<file path="config.mk">
export PLATFORM = sky130hd
export DESIGN_NAME = mul_share_ctrl
export DESIGN_NICKNAME = d
export VERILOG_FILES = /design/src/rtl/mul_ctrl_pkg.sv /design/src/rtl/rr_arb2.sv /design/src/rtl/mul_share_ctrl.sv
export SDC_FILE = /design/constraint.sdc
export NUM_CORES = 1
export LEC_CHECK = 0
export CAP_MARGIN = 5
export CORE_AREA = 4 4 101 84
export CTS_CLUSTER_SIZE = 20
export DETAILED_ROUTE_END_ITERATION = 12
export DIE_AREA = 0 0 105 88
export SLEW_MARGIN = 25
export SYNTH_ARGS = -nofsm -noshare
export SYNTH_HDL_FRONTEND = slang
export SYNTH_SLANG_ARGS = --single-unit
</file>
<file path="constraint.sdc">
create_clock -name clk -period 2.25 [get_ports clk]
set_clock_uncertainty 0.1 [all_clocks]
set_input_delay 0.225 -clock clk [delete_from_list [all_inputs] [get_ports clk]]
set_output_delay 0.225 -clock clk [all_outputs]
set_load 0.05 [all_outputs]
</file>
<file path="src/rtl/mul_ctrl_pkg.sv">
`default_nettype none
// ============================================================================
//  mul_ctrl_pkg
//  Shared wrapper command codes, controller state encoding, read latency.
//  Revision: 1.0
// ============================================================================
package mul_ctrl_pkg;

    localparam int COMM_W = 3;

    localparam logic [COMM_W-1:0] NOP     = 3'd0;
    localparam logic [COMM_W-1:0] LOAD_A  = 3'd1;
    localparam logic [COMM_W-1:0] LOAD_B  = 3'd2;
    localparam logic [COMM_W-1:0] START   = 3'd3;
    localparam logic [COMM_W-1:0] READ_LO = 3'd4;
    localparam logic [COMM_W-1:0] READ_HI = 3'd5;

    // mul_out is valid the cycle after a READ_x command is presented
    localparam int RD_LAT = 1;

    typedef enum logic [3:0] {
        ST_IDLE  = 4'd0,
        ST_LDA   = 4'd1,
        ST_LDB   = 4'd2,
        ST_STRT  = 4'd3,
        ST_WAIT  = 4'd4,
        ST_RDLO  = 4'd5,
        ST_RDHI  = 4'd6,
        ST_CAPHI = 4'd7,
        ST_RESP  = 4'd8
    } state_e;

endpackage
`default_nettype wire

</file>
<file path="src/rtl/rr_arb2.sv">
`default_nettype none
// ============================================================================
//  rr_arb2
//  Two-way round-robin arbiter; on contention the requester that did not win
//  last time is granted. Grant is one-hot or zero.
//  Revision: 1.0
// ============================================================================
module rr_arb2 (
    input  logic [1:0] valid_i,
    input  logic       last_grant_i,
    output logic [1:0] grant_o
);

    assign grant_o[0] = valid_i[0] & (~valid_i[1] |  last_grant_i);
    assign grant_o[1] = valid_i[1] & (~valid_i[0] | ~last_grant_i);

endmodule
`default_nettype wire

</file>
<file path="src/rtl/mul_share_ctrl.sv">
`default_nettype none
// ============================================================================
//  mul_share_ctrl
//  Shares one byte-serial 8x8 multiplier wrapper between two requesters and
//  returns {hi,lo} products with the owner ID on a backpressurable channel.
//  Revision: 1.0
// ============================================================================
module mul_share_ctrl
    import mul_ctrl_pkg::*;
#(
    parameter int MUL_LAT = 4,
    parameter int NREQ    = 2
) (
    input  logic                clk,
    input  logic                rst_n,
    input  logic [NREQ-1:0]     req_valid,
    output logic [NREQ-1:0]     req_ready,
    input  logic [8*NREQ-1:0]   req_a,
    input  logic [8*NREQ-1:0]   req_b,
    output logic                rsp_valid,
    input  logic                rsp_ready,
    output logic                rsp_id,
    output logic [15:0]         rsp_product,
    output logic [COMM_W-1:0]   mul_comm,
    output logic [7:0]          mul_in,
    input  logic [7:0]          mul_out,
    output logic                busy
);

    if (MUL_LAT < 1 || MUL_LAT > 15) begin : g_bad_mul_lat
        $error("mul_share_ctrl: MUL_LAT must be within 1..15");
    end
    if (NREQ != 2) begin : g_bad_nreq
        $error("mul_share_ctrl: only NREQ == 2 is supported");
    end
    if (RD_LAT != 1) begin : g_bad_rd_lat
        $error("mul_share_ctrl: capture sequencing assumes a read latency of 1");
    end

    localparam logic [3:0] CNT_INIT = 4'(MUL_LAT - 1);

    state_e      state_q, state_d;
    logic [7:0]  a_q, a_d;
    logic [7:0]  b_q, b_d;
    logic        id_q, id_d;
    logic        last_q, last_d;
    logic [3:0]  cnt_q, cnt_d;
    logic [15:0] prod_q, prod_d;

    logic [1:0]  grant;
    logic        sel;

    rr_arb2 u_arb (
        .valid_i      (req_valid),
        .last_grant_i (last_q),
        .grant_o      (grant)
    );

    assign sel = grant[1];

    always_ff @(posedge clk or negedge rst_n) begin
        if (!rst_n) begin
            state_q <= ST_IDLE;
            a_q     <= 8'h00;
            b_q     <= 8'h00;
            id_q    <= 1'b0;
            last_q  <= 1'b1;
            cnt_q   <= 4'd0;
            prod_q  <= 16'h0000;
        end else begin
            state_q <= state_d;
            a_q     <= a_d;
            b_q     <= b_d;
            id_q    <= id_d;
            last_q  <= last_d;
            cnt_q   <= cnt_d;
            prod_q  <= prod_d;
        end
    end

    always_comb begin
        state_d   = state_q;
        a_d       = a_q;
        b_d       = b_q;
        id_d      = id_q;
        last_d    = last_q;
        cnt_d     = cnt_q;
        prod_d    = prod_q;
        req_ready = '0;

        case (state_q)
            ST_IDLE: begin
                req_ready = grant;
                if (|grant) begin
                    a_d     = req_a[{sel, 3'b000} +: 8];
                    b_d     = req_b[{sel, 3'b000} +: 8];
                    id_d    = sel;
                    last_d  = sel;
                    state_d = ST_LDA;
                end
            end
            ST_LDA:  state_d = ST_LDB;
            ST_LDB:  state_d = ST_STRT;
            ST_STRT: begin
                cnt_d   = CNT_INIT;
                state_d = ST_WAIT;
            end
            // counter runs MUL_LAT-1 .. 0, so WAIT lasts exactly MUL_LAT cycles
            ST_WAIT: begin
                if (cnt_q == 4'd0) begin
                    state_d = ST_RDLO;
                end else begin
                    cnt_d = cnt_q - 4'd1;
                end
            end
            ST_RDLO: state_d = ST_RDHI;
            ST_RDHI: begin
                prod_d[7:0] = mul_out;
                state_d     = ST_CAPHI;
            end
            ST_CAPHI: begin
                prod_d[15:8] = mul_out;
                state_d      = ST_RESP;
            end
            ST_RESP: begin
                if (rsp_ready) begin
                    state_d = ST_IDLE;
                end
            end
            default: state_d = ST_IDLE;
        endcase
    end

    // Wrapper drive depends only on registered state and operands
    always_comb begin
        mul_comm = NOP;
        mul_in   = 8'h00;
        case (state_q)
            ST_LDA: begin
                mul_comm = LOAD_A;
                mul_in   = a_q;
            end
            ST_LDB: begin
                mul_comm = LOAD_B;
                mul_in   = b_q;
            end
            ST_STRT: mul_comm = START;
            ST_RDLO: mul_comm = READ_LO;
            ST_RDHI: mul_comm = READ_HI;
            default: mul_comm = NOP;
        endcase
    end

    assign rsp_valid   = (state_q == ST_RESP);
    assign rsp_id      = id_q;
    assign rsp_product = prod_q;
    assign busy        = (state_q != ST_IDLE);

endmodule
`default_nettype wire

</file>
### Word level (Yosys, flattened, before mapping)

Cells that the tools add are included.

* input port bits: 45
* register bits: 42
* output and inout port bits: 32
* logic and storage cells: 47

* reductions and logical operators: 8
* eq/ne operators: 12
* add/subtract/negate cells: 1
* bitwise gates (word level): 7
* shifts and indexed selects: 2
* mux-type cells: 9

Operators by type and width (number)
* $pmux W4 S9: 1
* $shiftx A16 B5 Y8: 2
* $eq A4 B3 Y1 const B: 4
* $mux W4: 4
* $pmux W8 S2: 1
* $pmux W3 S5: 1
* $eq A4 B2 Y1 const B: 2
* $logic_not A4 Y1: 2
* $pmux W4 S2: 1
* $ne A2 B2 Y1 const B: 3
* $eq A4 B1 Y1 const B: 1
* $eq A4 B4 Y1 const B: 1
* $reduce_and A2 Y1: 2
* $reduce_bool A4 Y1: 1
* $sub A4 B1 Y4 const B: 1
* $not A1 Y1: 3
* $reduce_and A3 Y1: 1
* $and A1 B1 Y1: 2
* $mux W2: 1
* $ne A2 B1 Y1 const B: 1
* $or A1 B1 Y1: 2
* $reduce_bool A2 Y1: 1
* $reduce_or A2 Y1: 1

### Depth between registers and ports, before layout

Gate-level depths: netlist (run 1).

* depth in word-level cells: 6
* depth in mapped cells: 6
* depth with buffers taken out: 5

### Hierarchy

From an unflattened synthesis (run 1), not the netlist that was laid out.

* cells, all modules: 175
* area total of the unflattened synthesis: 2198.4 µm²

Modules (own cells, without submodules)
* mul_share_ctrl: instances 1, cells an instance 172, seq. area each 1052.3 µm², area each 2179.6 µm²
* rr_arb2: instances 1, cells an instance 3, seq. area each 0.0 µm², area each 18.8 µm²

### Worst setup path after synthesis (run 1)

Ideal clock, no wire load.

* path kind: reg-to-reg
* from: reg state_q[0]
* to: reg state_q[3]
* required time: 2077 ps
* arrival: 2499 ps
* buffers on the path: 1
* path slack: -422 ps
* clock period less this slack: 2672 ps
* stages on the path, launching flop included: 5
* setup time: 73 ps
* cells stage by stage: dfrtp_1 -> buf_4 -> nor4b_1 -> nand2b_1 -> nand2_1

* cells in the longest elaborated chain, start to end: 3
* elaborated cells on any way between the ends: 14
* classes of those cells: eq/ne (11); mux (1); reduce/logical (2)

RTL lines
* start, declared: RTL line mul_share_ctrl.sv:42 `state_e state_q, state_d;`
* start signal, assigned: RTL line mul_share_ctrl.sv:71 `state_q <= state_d;`
* $eq A4 B4 Y1 (*)
* named net rsp_valid: RTL line mul_share_ctrl.sv:20 `output logic rsp_valid,`
* $ne A2 B1 Y1 (no source line)
* $reduce_and A3 Y1 (no source line)

The timed path passes the listed nets; every way through them passes the cells marked *.
A chain may end at the register's enable or synchronous reset.

### Worst setup path after layout (run 1)

* from: reg state_q[1]
* to: out mul_in[6]

* cells in the longest elaborated chain, start to end: 2
* elaborated cells on any way between the ends: 3
* classes of those cells: eq/ne (2); mux (1)

RTL lines
* $eq A4 B2 Y1 / $eq A4 B1 Y1 (equally long branches): RTL line mul_share_ctrl.sv:138 `case (state_q)`
* $pmux W8 S2 (*): RTL line mul_share_ctrl.sv:138
* end, declared: RTL line mul_share_ctrl.sv:25 `output logic [7:0] mul_in,`

Every way passes the cells marked *; elsewhere a longest branch is shown, timed or not.

==> impl_metrics.json, run 1 <==
{
  "maxSlewViolCount": 0,
  "min_path_cells": 1,
  "yosysTopAreaCellShare_pct": 47.3,
  "hold_path.startpoint": "cnt_q[2]",
  "ir_worst_vdd_v": 0.000711,
  "fmax_mhz": 470,
  "hold_path_end": "cnt_q[2]",
  "cts_tree": "done",
  "hold_violations": 0,
  "post_cts_buffers": 0,
  "largest_area_contributor_in_the_synthesized_netlist": "sky130_fd_sc_hd__dfrtp_1",
  "timing.final.crit_share_pct": 94.7,
  "worst_slew_pin_slew_ps": 596,
  "slowest_delay_ps": 550,
  "regToRegStartpoint": "state_q[1]",
  "ys_types": 40,
  "synthFlopType": "sky130_fd_sc_hd__dfrtp_1",
  "post-route-min-period_ps": 2130,
  "finish.cell_count_without_fillers": 340,
  "dpl.hpwl_mm": 3.69,
  "postSynthCellCount": 170,
  "drive_gt1_share_pct": 35.6,
  "firstDrtPassIters": 4,
  "drt-total-wl_mm": 5.05,
  "floorplan.initialDensity_pct": 29.5,
  "clk_path_buf_depth": 2,
  "postRouteAntennaNets": 0,
  "rel_slew_slack_pct": 59.7,
  "antenna_cells_inserted": 0,
  "top_count_cell_post_synth": "sky130_fd_sc_hd__dfrtp_1",
  "synth_fp_nets": 217,
  "worst_r2r_endpoint": "a_q[6]",
  "layout.core_utilization_pct": 44.3,
  "average_cell_area_after_synthesis_sq_um": 12.8,
  "area_of_the_multi_input_gates_sq_mm": 0.00104,
  "die_y_um": 88,
  "holdCritPathClass": "flip-flop to flip-flop",
  "design.die.area_sq_mm": 0.00924,
  "number_of_top_level_pins": 77,
  "cts.htree.levels": 2,
  "run_status": "finished clean",
  "critical_path.endpoint_type": "output pin",
  "hold_slack_ps": 397,
  "final_nets": 296,
  "power_per_standard_cell_area_mw_per_mm2": 1620,
  "wire_per_inst_um": 14.8,
  "antenna_found_initial": 0,
  "floorplan.rows": 28,
  "place.port_buffers": 76,
  "rsz_0062_raised_after_global_routing": "false",
  "synth_top_cells_by_area": "sky130_fd_sc_hd__dfrtp_1 (47%), sky130_fd_sc_hd__mux2_2 (20%), sky130_fd_sc_hd__mux2_4 (6.9%)",
  "synth_seq_cells": 42,
  "grt_pass1_wl_mm": 8.27,
  "total_global_route_track_usage_pct": 11.1,
  "routed-via-count": 1579,
  "dp.cells": 331,
  "crit_path_cell_trace": "nor2b_1, buf_4, a22oi_1, nor2_1, buf_12",
  "count_of_flip_flops_with_a_built_in_enable_after_synthesis": 0,
  "r2r_cells": 4,
  "worst-endpoint-required_ps": 1920,
  "asyncSetResetFlopFracSynth_pct": 100,
  "via_per_inst": 4.64,
  "grt_max_degree": 43,
  "setup-tns-final_ps": 0,
  "fp.coreArea_sq_mm": 0.00736,
  "clock_slew_at_reported_path_ffs_ps": 80,
  "worst-setup-path-type": "flip-flop to output pin",
  "synth_top_cells_by_count": "sky130_fd_sc_hd__dfrtp_1 (41), sky130_fd_sc_hd__mux2_2 (39), sky130_fd_sc_hd__nor2_1 (16), sky130_fd_sc_hd__mux2_4 (10), sky130_fd_sc_hd__a22oi_1 (8)",
  "cts.root.buffer_cell": "sky130_fd_sc_hd__clkbuf_8",
  "drt-initial-drc-count": 39,
  "setup_violations": 0,
  "clk_latency_ps": 290,
  "timing.critical_path.fanout_max": 9,
  "worst_path_dominant_cell_family": "flip-flops",
  "totalPowerFinal_mw": 5.27,
  "data_arrival_time_of_the_worst_path_ps": 1800,
  "drv.max_cap_violation_count": 0,
  "r2r_slack_ps": 350,
  "seq_area_frac_synth_pct": 48.5,
  "num-fill-cells": 719,
  "clock-sinks": 42,
  "flow.area_growth_from_synthesis_pct": 50.1,
  "tritoncts.num_buffers": 5,
  "power.static_leakage_nw": 1.37,
  "first_global_vias": 1657,
  "drc": 0,
  "synth_warnings": 0,
  "critPathBufInv": 2,
  "seqCellArea_sq_mm": 0.00105,
  "grt_remaining_overflow": 0,
  "syn_area_sq_mm": 0.00217,
  "routabilityCongestion": 0.712,
  "die-width_um": 105,
  "critical_path.startpoint_type": "flip-flop",
  "critical_path.slowest_cell": "sky130_fd_sc_hd__dfrtp_1"
}
## layout make-up
cell class                      instances  area share [%]
Multi-Input combinational cell        114            31.9
Clock inverter                          2            1.15
Tap cell                               90            3.46
Inverter                                4           0.461
Sequential cell                        42            32.3
Clock buffer                            6            2.23
Timing Repair Buffer                   82            28.5
## through the flow
step / cell area [sq um] / worst slack [ps]
6_report: 3260 / 120
4_1_cts: 3260 / 108
3_3_place_gp: 3140 / 264
3_5_place_dp: 3140 / 238
5_1_grt: 3260 / 5.35
2_1_floorplan: 2180 / 241
## cells by family (layout without fill, tap and decap cells)
kind of cell | after synthesis | after routing | synth area share (%)
compound gates | 18 | 18 | 5.83
xor+xnor | 1 | 1 | 0.404
fa+ha+maj | 2 | 2 | 1.15
buf+inv | 14 | 94 | 3.92
flops | 42 | 42 | 48.5
mux | 53 | 53 | 29.0
simple gates | 40 | 40 | 11.2
## worst max path at each step
stage                       startpoint         to  cells after the start
after floorplan             state_q[0]  mul_in[0]                      5
after global placement    req_valid[1]     a_q[2]                      5
after detailed placement  req_valid[1]     a_q[2]                      5
after CTS                   state_q[1]  mul_in[6]                      5
after global routing        state_q[1]  mul_in[2]                      5
final                       state_q[1]  mul_in[6]                      5
## timing repair
action                    4_1_cts  5_1_grt
resized for setup               0        0
hold endpoints to repair       41        0
hold buffers                    1        0
## flip-flops by register name, summed over array words and instances (netlist names)
signal,count
rsp_product,16
a_q,8
b_q,8
cnt_q,4
state_q,4
last_q,1
rsp_id,1
## routing by layer
metal  GRT usage [%]  share of wire (%)
met1            14.6                 47
met4            2.74               0.30
met2            17.5                 46
met5               0                  0
met3            4.13                6.4
## cells in the final DEF, fill, tap and decap left out, types with 2 or more instances in the layout
cell type                         instances
sky130_fd_sc_hd__a21oi_1                  4
sky130_fd_sc_hd__a22oi_1                  8
sky130_fd_sc_hd__buf_12                  13
sky130_fd_sc_hd__buf_4                    7
sky130_fd_sc_hd__clkbuf_8                 5
sky130_fd_sc_hd__clkdlybuf4s50_1         60
sky130_fd_sc_hd__dfrtp_1                 41
sky130_fd_sc_hd__ha_1                     2
sky130_fd_sc_hd__inv_1                    3
sky130_fd_sc_hd__mux2_2                  39
sky130_fd_sc_hd__mux2_4                  10
sky130_fd_sc_hd__mux2i_1                  4
sky130_fd_sc_hd__nand2_1                  4
sky130_fd_sc_hd__nand2b_1                 3
sky130_fd_sc_hd__nor2_1                  16
sky130_fd_sc_hd__or2_2                    2
## worst register-to-register path, stage by stage (launching register included)
cell	delay, ps
sky130_fd_sc_hd__dfrtp_1	510
sky130_fd_sc_hd__nor4_4	350
sky130_fd_sc_hd__inv_2	110
sky130_fd_sc_hd__nor2_8	330
sky130_fd_sc_hd__mux2_2	390
## where the power goes
part | total [mW] | internal [mW] | switching [mW]
sequential | 1.43 | 1.15 | 0.279
clock | 0.600 | 0.332 | 0.269
combinational | 3.24 | 1.47 | 1.77
total | 5.27 | 2.95 | 2.32
Note: power is estimated with default switching activity, not from simulation.
==> run 2, diff against run 1 <==
Settings changed: CORE_AREA 4 4 101 84 to 4 4 66 128, DIE_AREA 0 0 105 88 to 0 0 70 132.
==> run 2 against run 1 <==
Utilization is 0.59 points lower; cell area is 1.2% higher; clock power is 20% higher; register-to-register slack worse by 20 ps; maximum frequency is 2.3% higher; critical path type unchanged; critical endpoint is now mul_in[5]; largest power group unchanged.
==> impl_metrics.json, run 2 (synthesized netlist as in run 1, its figures left out) <==
{
  "run_status": "finished clean",
  "grt_remaining_overflow": 0,
  "critical_path.startpoint_type": "flip-flop",
  "first_global_vias": 1670,
  "routabilityCongestion": 0.727,
  "firstDrtPassIters": 4,
  "timing.final.crit_share_pct": 92.5,
  "place.port_buffers": 76,
  "maxSlewViolCount": 0,
  "drt-initial-drc-count": 37,
  "design.die.area_sq_mm": 0.00924,
  "layout.core_utilization_pct": 43.7,
  "flow.area_growth_from_synthesis_pct": 51.9,
  "preCtsSetupSlack_ps": 241,
  "mostFrequentLayoutCells": "sky130_fd_sc_hd__clkdlybuf4s50_1 (60), sky130_fd_sc_hd__dfrtp_1 (41), sky130_fd_sc_hd__mux2_2 (39)",
  "layout_commonest_cell": "sky130_fd_sc_hd__clkdlybuf4s50_1",
  "wire_per_inst_um": 15.1,
  "clk_path_buf_depth": 2,
  "ir_worst_vdd_v": 0.000791,
  "floorplan.initialDensity_pct": 28.8,
  "total_global_route_track_usage_pct": 11.7,
  "via_per_inst": 4.56,
  "antenna_cells_inserted": 0,
  "post-route-min-period_ps": 2080,
  "largest_register_ffs": 16,
  "fmax_mhz": 481,
  "floorplan.rows": 45,
  "totalPowerFinal_mw": 5.38,
  "power_per_standard_cell_area_mw_per_mm2": 1630,
  "final_critical_path_setup_slack_ps": 169,
  "power.static_leakage_nw": 1.39,
  "drv.max_cap_violation_count": 0,
  "critical_path.endpoint_type": "output pin",
  "tritoncts.num_buffers": 5,
  "fp.coreArea_sq_mm": 0.00754,
  "postRouteAntennaNets": 0,
  "worst-endpoint-required_ps": 1920,
  "hold_violations": 0,
  "rel_slew_slack_pct": 63.4,
  "holdCritPathClass": "flip-flop to flip-flop",
  "rsz_0062_raised_after_global_routing": "false",
  "setup_violations": 0,
  "final_nets": 295,
  "drive_gt1_share_pct": 35.7,
  "grt_max_degree": 43,
  "clock_slew_at_reported_path_ffs_ps": 60,
  "setup-tns-final_ps": 0,
  "cts.htree.levels": 2,
  "clock-sinks": 42,
  "data_arrival_time_of_the_worst_path_ps": 1760,
  "drc": 0,
  "cts.root.buffer_cell": "sky130_fd_sc_hd__clkbuf_16",
  "dpl.hpwl_mm": 3.92,
  "die-width_um": 70,
  "die_y_um": 132,
  "number_of_top_level_pins": 77,
  "drt-total-wl_mm": 5.19,
  "grt_pass1_wl_mm": 8.54,
  "antenna_found_initial": 0,
  "worst_slew_pin_slew_ps": 541,
  "timing.critical_path.fanout_max": 11,
  "cts_repair_resizes": 0,
  "clk_latency_ps": 280,
  "cts_tree": "done",
  "routed-via-count": 1565,
  "worst-setup-path-type": "flip-flop to output pin"
}
-- run 2: changes by cell type in the layout (fill, tap and decap cells not counted), sizes merged --
cell / change
buf: -1
bufinv: -1
clkinv: +1
-- run 2: final cells by class --
| cell class | instances | area [sq um] |
|---|---|---|
| fillers | 725 | 4250 |
| clock buffers | 6 | 139 |
| clock inverters | 2 | 12.5 |
| flip-flops and latches | 42 | 1050 |
| inverters | 4 | 15.0 |
| well taps | 94 | 118 |
| multi-input cells | 114 | 1040 |
| repair buffers | 81 | 921 |
-- run 2: through the flow --
step | hold slack (ps) | area (sq um) | std cells
final | 401 | 3300 | 343
after global routing | 420 | 3300 | 343
after CTS | 406 | 3300 | 343
after detailed placement | 231 | 3130 | 334
after global placement | 232 | 3130 | 334
after floorplan | -171 | 2180 | 170
-- run 2: worst paths after layout --
check,from,endpoint,slack [ps],cells after the start
worst max-delay path,state_q[0],mul_in[5],170,4
worst min-delay path,cnt_q[2],cnt_q[2],400,1
worst max register to register,state_q[0],a_q[2],330,4
worst min register to register,cnt_q[2],cnt_q[2],400,1
max in group asynchronous,rst_n,last_q,1230,3
min in group asynchronous,rst_n,rsp_product[9],440,3
-- run 2: per-layer routing --
metal  vias to the layer above  wire length (um)  track usage [%]  share of wire [%]
met5                         -                 0                0                  0
met4                         0                23             4.80               0.44
met3                         2               235             2.44                4.5
met2                        51              2930             21.0                 56
met1                       755              2000             13.1                 39
li1                        757                 -                -                  -
-- run 2: worst max-delay path: stages, from the launching register on --
cell	delay [ps]
sky130_fd_sc_hd__dfrtp_1	570
sky130_fd_sc_hd__and2b_1	390
sky130_fd_sc_hd__a22oi_1	110
sky130_fd_sc_hd__nor2_1	230
sky130_fd_sc_hd__buf_12	170
-- run 2: power by group --
group | internal, mW | switching (mW) | total [mW]
Clock | 0.439 | 0.280 | 0.719
Combinational | 1.46 | 1.76 | 3.22
Sequential | 1.15 | 0.294 | 1.44
-- run 2: what timing repair did --
item / 4_1_cts / 5_1_grt
buffers inserted: 0 / 0
hold buffers: 1 / 0
hold endpoints to repair: 41 / 0
